## src/rtl/sad_accum_min_pkg.sv

```systemverilog
// Shared constants, state encoding and result payload for the SAD accumulate/min-search block.
package sad_accum_min_pkg;

  localparam int unsigned NUM_CAND     = 25;
  localparam int unsigned PIX_PER_LINE = 6;
  localparam int unsigned LINES        = 6;
  localparam int unsigned CENTER_IDX   = 12;
  localparam int unsigned PIX_W        = 8;
  localparam int unsigned SAD_W        = 14;
  localparam int unsigned LSUM_W       = 11;
  localparam int unsigned CAND_W       = PIX_PER_LINE * PIX_W;
  localparam int unsigned DIFF_W       = NUM_CAND * CAND_W;
  localparam int unsigned IDX_W        = 5;
  localparam int unsigned LCNT_W       = 3;

  typedef enum logic [1:0] {
    IDLE   = 2'd0,
    ACCUM  = 2'd1,
    SEARCH = 2'd2,
    HOLD   = 2'd3
  } state_e;

  typedef struct packed {
    logic [IDX_W-1:0] idx;
    logic [SAD_W-1:0] sad;
  } result_t;

endpackage

```

## src/rtl/sad_accum_min_line_sum6.sv

```systemverilog
// Combinational sum of one candidate's six absolute-difference bytes.
module line_sum6
  import sad_accum_min_pkg::*;
(
  input  logic [CAND_W-1:0] pix_i,
  output logic [LSUM_W-1:0] sum_o_c
);

  always_comb begin
    sum_o_c = '0;
    for (int unsigned p = 0; p < PIX_PER_LINE; p++) begin
      sum_o_c = sum_o_c + LSUM_W'(pix_i[p*PIX_W +: PIX_W]);
    end
  end

endmodule

```

## src/rtl/sad_accum_min.sv

```systemverilog
// Accumulates 6 lines of SAD for 25 candidates, then scans for the minimum.
// Optional macro SAD_CENTER_BIAS_EN: ties involving candidate 12 resolve to 12.
module sad_accum_min
  import sad_accum_min_pkg::*;
(
  input  logic              clk,
  input  logic              rst_n,
  input  logic              clear,
  input  logic              in_valid,
  output logic              in_ready,
  input  logic [DIFF_W-1:0] diff_in,
  output logic              out_valid,
  input  logic              out_ready,
  output logic [IDX_W-1:0]  best_idx,
  output logic [SAD_W-1:0]  best_sad
);

  localparam logic [LCNT_W-1:0] LAST_LINE = LCNT_W'(LINES - 1);
  localparam logic [IDX_W-1:0]  SCAN_DONE = IDX_W'(NUM_CAND);

  state_e            state_q, state_d;
  logic [LCNT_W-1:0] line_cnt_q, line_cnt_d;
  logic [IDX_W-1:0]  scan_q, scan_d;
  result_t           best_q, best_d;
  logic              in_ready_q, in_ready_d;
  logic              out_valid_q, out_valid_d;
  logic [SAD_W-1:0]  acc_q [NUM_CAND];
  logic [SAD_W-1:0]  acc_d [NUM_CAND];
  logic [LSUM_W-1:0] lsum  [NUM_CAND];
  logic              xfer, load_acc, add_acc, take;
  logic [SAD_W-1:0]  scan_sad;

  for (genvar k = 0; k < NUM_CAND; k++) begin : g_sum
    line_sum6 u_sum (
      .pix_i   (diff_in[k*CAND_W +: CAND_W]),
      .sum_o_c (lsum[k])
    );
  end

  assign xfer     = in_valid && in_ready_q;
  assign scan_sad = acc_q[scan_q];

  // Strict-less replacement keeps the lowest index on ties.
  always_comb begin
`ifdef SAD_CENTER_BIAS_EN
    take = (scan_sad < best_q.sad) ||
           ((scan_q == IDX_W'(CENTER_IDX)) && (scan_sad == best_q.sad));
`else
    take = (scan_sad < best_q.sad);
`endif
  end

  always_comb begin
    state_d    = state_q;
    line_cnt_d = line_cnt_q;
    scan_d     = scan_q;
    best_d     = best_q;
    load_acc   = 1'b0;
    add_acc    = 1'b0;
    case (state_q)
      IDLE: begin
        if (xfer) begin
          load_acc   = 1'b1;
          line_cnt_d = LCNT_W'(1);
          state_d    = ACCUM;
        end
      end
      ACCUM: begin
        if (xfer) begin
          add_acc = 1'b1;
          if (line_cnt_q == LAST_LINE) begin
            line_cnt_d = '0;
            scan_d     = '0;
            state_d    = SEARCH;
          end else begin
            line_cnt_d = line_cnt_q + LCNT_W'(1);
          end
        end
      end
      SEARCH: begin
        if (scan_q == SCAN_DONE) begin
          state_d = HOLD;
        end else begin
          if ((scan_q == '0) || take) begin
            best_d = '{idx: scan_q, sad: scan_sad};
          end
          scan_d = scan_q + IDX_W'(1);
        end
      end
      HOLD: begin
        if (out_ready) state_d = IDLE;
      end
      default: state_d = IDLE;
    endcase
    if (clear) begin
      state_d    = IDLE;
      line_cnt_d = '0;
      scan_d     = '0;
      load_acc   = 1'b0;
      add_acc    = 1'b0;
    end
    in_ready_d  = (state_d == IDLE) || (state_d == ACCUM);
    out_valid_d = (state_d == HOLD);
  end

  always_comb begin
    for (int unsigned k = 0; k < NUM_CAND; k++) begin
      acc_d[k] = acc_q[k];
      if (load_acc)     acc_d[k] = SAD_W'(lsum[k]);
      else if (add_acc) acc_d[k] = acc_q[k] + SAD_W'(lsum[k]);
    end
  end

  always_ff @(posedge clk or negedge rst_n) begin
    if (!rst_n) begin
      state_q     <= IDLE;
      line_cnt_q  <= '0;
      scan_q      <= '0;
      best_q      <= '0;
      in_ready_q  <= 1'b0;
      out_valid_q <= 1'b0;
      for (int unsigned k = 0; k < NUM_CAND; k++) acc_q[k] <= '0;
    end else begin
      state_q     <= state_d;
      line_cnt_q  <= line_cnt_d;
      scan_q      <= scan_d;
      best_q      <= best_d;
      in_ready_q  <= in_ready_d;
      out_valid_q <= out_valid_d;
      for (int unsigned k = 0; k < NUM_CAND; k++) acc_q[k] <= acc_d[k];
    end
  end

  assign in_ready  = in_ready_q;
  assign out_valid = out_valid_q;
  assign best_idx  = best_q.idx;
  assign best_sad  = best_q.sad;

endmodule
```

## config.mk

```make
export PLATFORM = sky130hd
export DESIGN_NAME = sad_accum_min
export DESIGN_NICKNAME = d
export VERILOG_FILES = /design/src/rtl/sad_accum_min_pkg.sv /design/src/rtl/sad_accum_min_line_sum6.sv /design/src/rtl/sad_accum_min.sv
export SDC_FILE = /design/constraint.sdc
export NUM_CORES = 2
export LEC_CHECK = 0
export ABC_CLOCK_PERIOD_IN_PS = 4920
export BUFFER_PORTS_ARGS = -buffer_cell sky130_fd_sc_hd__buf_2
export CAP_MARGIN = 0
export CORE_AREA = 2 2 471 473
export CTS_BUF_LIST = sky130_fd_sc_hd__clkbuf_8
export DETAILED_ROUTE_END_ITERATION = 12
export DIE_AREA = 0 0 473 475
export SKIP_LAST_GASP = 1
export SLEW_MARGIN = 30
export SYNTH_ARGS = -nofsm -noshare
export SYNTH_HDL_FRONTEND = slang
export SYNTH_SLANG_ARGS = --single-unit
```

## constraint.sdc

```tcl
create_clock -name clk -period 4.92 [get_ports clk]
set_clock_uncertainty 0.2 [all_clocks]
set_input_delay 0.246 -clock clk [delete_from_list [all_inputs] [get_ports clk]]
set_output_delay 0.246 -clock clk [all_outputs]
set_load 0.02 [all_outputs]
```

==> results.tsv <==
metric	value	unit
outcome	complete, but fails checks	
violations	negative setup slack	
ys_seq_elements	381	
worst_pin_slew	0.977	ns
yosysUniqueCellTypes	76	
cp_num_cells	27	
hold_class	primary input to async pin	
critPathSlowestCell	fa_1	
final_common_cell	inv_1	
critPathTopFamily	adder cells	
postLayoutCellArea	0.0922	mm²
yosysTopAreaCell	fa_1	
fp.dieW	473	µm
drv_cap	0	
grt_start_max_net_pins	160	
synth-main-ff-cell	dfrtp_1	
tritoncts	built	
path_max_fanout	3	
htree_levels	3	
post-place-ws	-1.06	ns
maxSlewViolCount	0	
gp_congestion	1.00	
routed_wl	262000	µm
path_buf_inv	5	
overflow	0	
cp-end-kind	register	
synth_area_leaders	fa_1 21%, ha_1 17%, dfrtp_1 15%	
synthesis.nets	9773	
ys_seq_area_frac	0.150	
initial_core_util	0.290	
worst_slack	-0.165	ns
drc	0	
required	5.35	ns
cts.clk_slew.worst_paths	0.06	ns
dieArea	0.225	mm²
arrival	5.52	ns
port_buffers	1225	
cts_max_path_buffers	3	
numCtsBuffers	89	
min_period	5.09	ns
setup_violations	27	
yosys_warnings	0	
wl_per_cell	21.1	µm
start_kind	primary input	
final-hold-violation-count	0	
die-height	475	µm
synthCells	7077	
syn_area	0.0634	mm²
timing.fmax	197	MHz
ys_async_sr_fraction	1.00	
synth_top_area_share	0.205	
num_vias	60700	
clk_latency	0.79	ns
drt_iter0_drc	2513	
avgSynthCellArea	8.96	µm²
grt_setup_unrepaired	yes	
grt_usage	0.222	
clkSinkCount	381	
via_per_inst	4.89	
grt_pass1_vias	63100	
fin_crit_sh	1.03	
syn_to_final_growth	45.3	%
antenna_left	0	
antenna_found_initial	78	
layout-drive-gt1-share	0.401	
io_pins	1226	
grt_pass1_wl	378000	µm
finalNetCount	12100	
reg2reg_depth	16	
core	0.219	mm²
layout_common_cells	1,191 x inv_1, 1,188 x buf_2, 1,131 x buf_4, 599 x ha_1, 591 x fa_1	
fp-row-count	172	
dpl_cell_area	0.0832	mm²
cts_root_buf	clkbuf_8	
dp_hpwl	216000	µm
synth_edf_count	0	
critPathKind	primary input to register	
max_stage_delay	0.49	ns
dr.pass1.iters	6	
relSlewSlack	0.349	
==> flip-flops by register name, indices dropped and copies added (netlist names) <==
register / count
state_q: 2
out_valid: 1
acc_q: 350
in_ready: 1
scan_q: 5
best_sad: 14
best_idx: 5
line_cnt_q: 3
==> Yosys cell counts, drive strengths merged, types with 14 or more instances <==
cell,count
mux2i,69
a221o,78
o41ai,20
nand2,371
mux4,98
or3,43
clkbuf,145
nor3b,14
o31ai,26
ha,841
fa,650
nand2b,63
xnor2,341
o21a,76
inv,1277
xor2,131
o21bai,49
buf,36
a21o,167
o21ai,489
a22oi,98
o211ai,34
and3,75
nand4b,17
nor2b,108
mux2,16
a21oi,435
or2,27
a2bb2oi,15
o22ai,38
nor3,96
a211oi,62
nor4,24
nand3,72
a21boi,42
a31oi,31
nor2,363
dfrtp,381
==> worst register-to-register path, stage by stage, from the launching register on <==
cell	delay [ns]
dfrtp_4	0.47
buf_12	0.22
buf_12	0.26
mux4_2	0.71
mux2i_1	0.19
nor2_1	0.05
a21oi_1	0.15
a21oi_1	0.12
ha_1	0.33
a21o_1	0.18
a21oi_1	0.20
nand2_1	0.07
a21o_1	0.20
a31oi_4	0.26
nand2b_1	0.14
buf_4	0.29
mux2_1	0.38
==> logic make-up (layout without fill, tap and decap cells) <==
family / count (synthesis) / count (layout) / synth area share
XOR/XNOR: 472 / 472 / 0.0652
AO/OA/AOI/OAI: 1772 / 1772 / 0.179
flip-flops: 381 / 381 / 0.150
AND/OR/NAND/NOR: 1320 / 1320 / 0.0997
other: 0 / 32 / 0
adder cells (fa/ha/maj): 1491 / 1491 / 0.371
multiplexers: 183 / 183 / 0.0485
buffers and inverters: 1458 / 3888 / 0.0868
==> per-stage QoR <==
step | TNS (ns) | std cells | util | hold WS, ns
floorplan | -23.12 | 7077 | - | -0.250
global placement | -131.37 | 12000 | 0.380 | 0.155
CTS | -0.273 | 12300 | 0.395 | 0.00282
global route | -11.43 | 12400 | 0.421 | 0.00921
detailed placement | -145.61 | 12000 | 0.380 | 0.158
finish | -2.11 | 12400 | 0.421 | 0.0428
==> final timing paths <==
path / startpoint / end / slack (ns)
max: diff_in[672] / acc_q[149] / -0.17
min: rst_n / acc_q[51] / 0.04
max reg2reg: scan_q[0] / best_sad[9] / 0.34
min reg2reg: best_idx[1] / best_idx[1] / 0.28
max in group asynchronous: rst_n / acc_q[79] / 3.76
min in group clk: diff_in[704] / acc_q[140] / 0.10
==> timing repair <==
action	in CTS	in global routing
hold buffers	56	0
endpoints found under the hold margin	207	0
pin swaps	100	619
setup endpoints to repair	48	160
resized for setup	118	854
buffers inserted	18	118
==> cell type report <==
type	count	area [µm²]
fillers	21300	127000
multi-input cells	5238	56300
repair buffers	2451	16000
flip-flops and latches	381	9550
inverters	1277	4800
well taps	2871	3590
clock buffers	116	1600
clock inverters	44	268
diodes	32	80.1
==> layer usage <==
layer / vias up / track usage / routed length, µm
li1: 28800 / - / -
met1: 29700 / 0.261 / 103000
met2: 1702 / 0.389 / 130000
met3: 449 / 0.0414 / 14100
met4: 54 / 0.103 / 13600
met5: - / 0 / 324
Power is not shown: default switching activity piles up to over one toggle a cycle in this logic, so the estimate is an artifact.
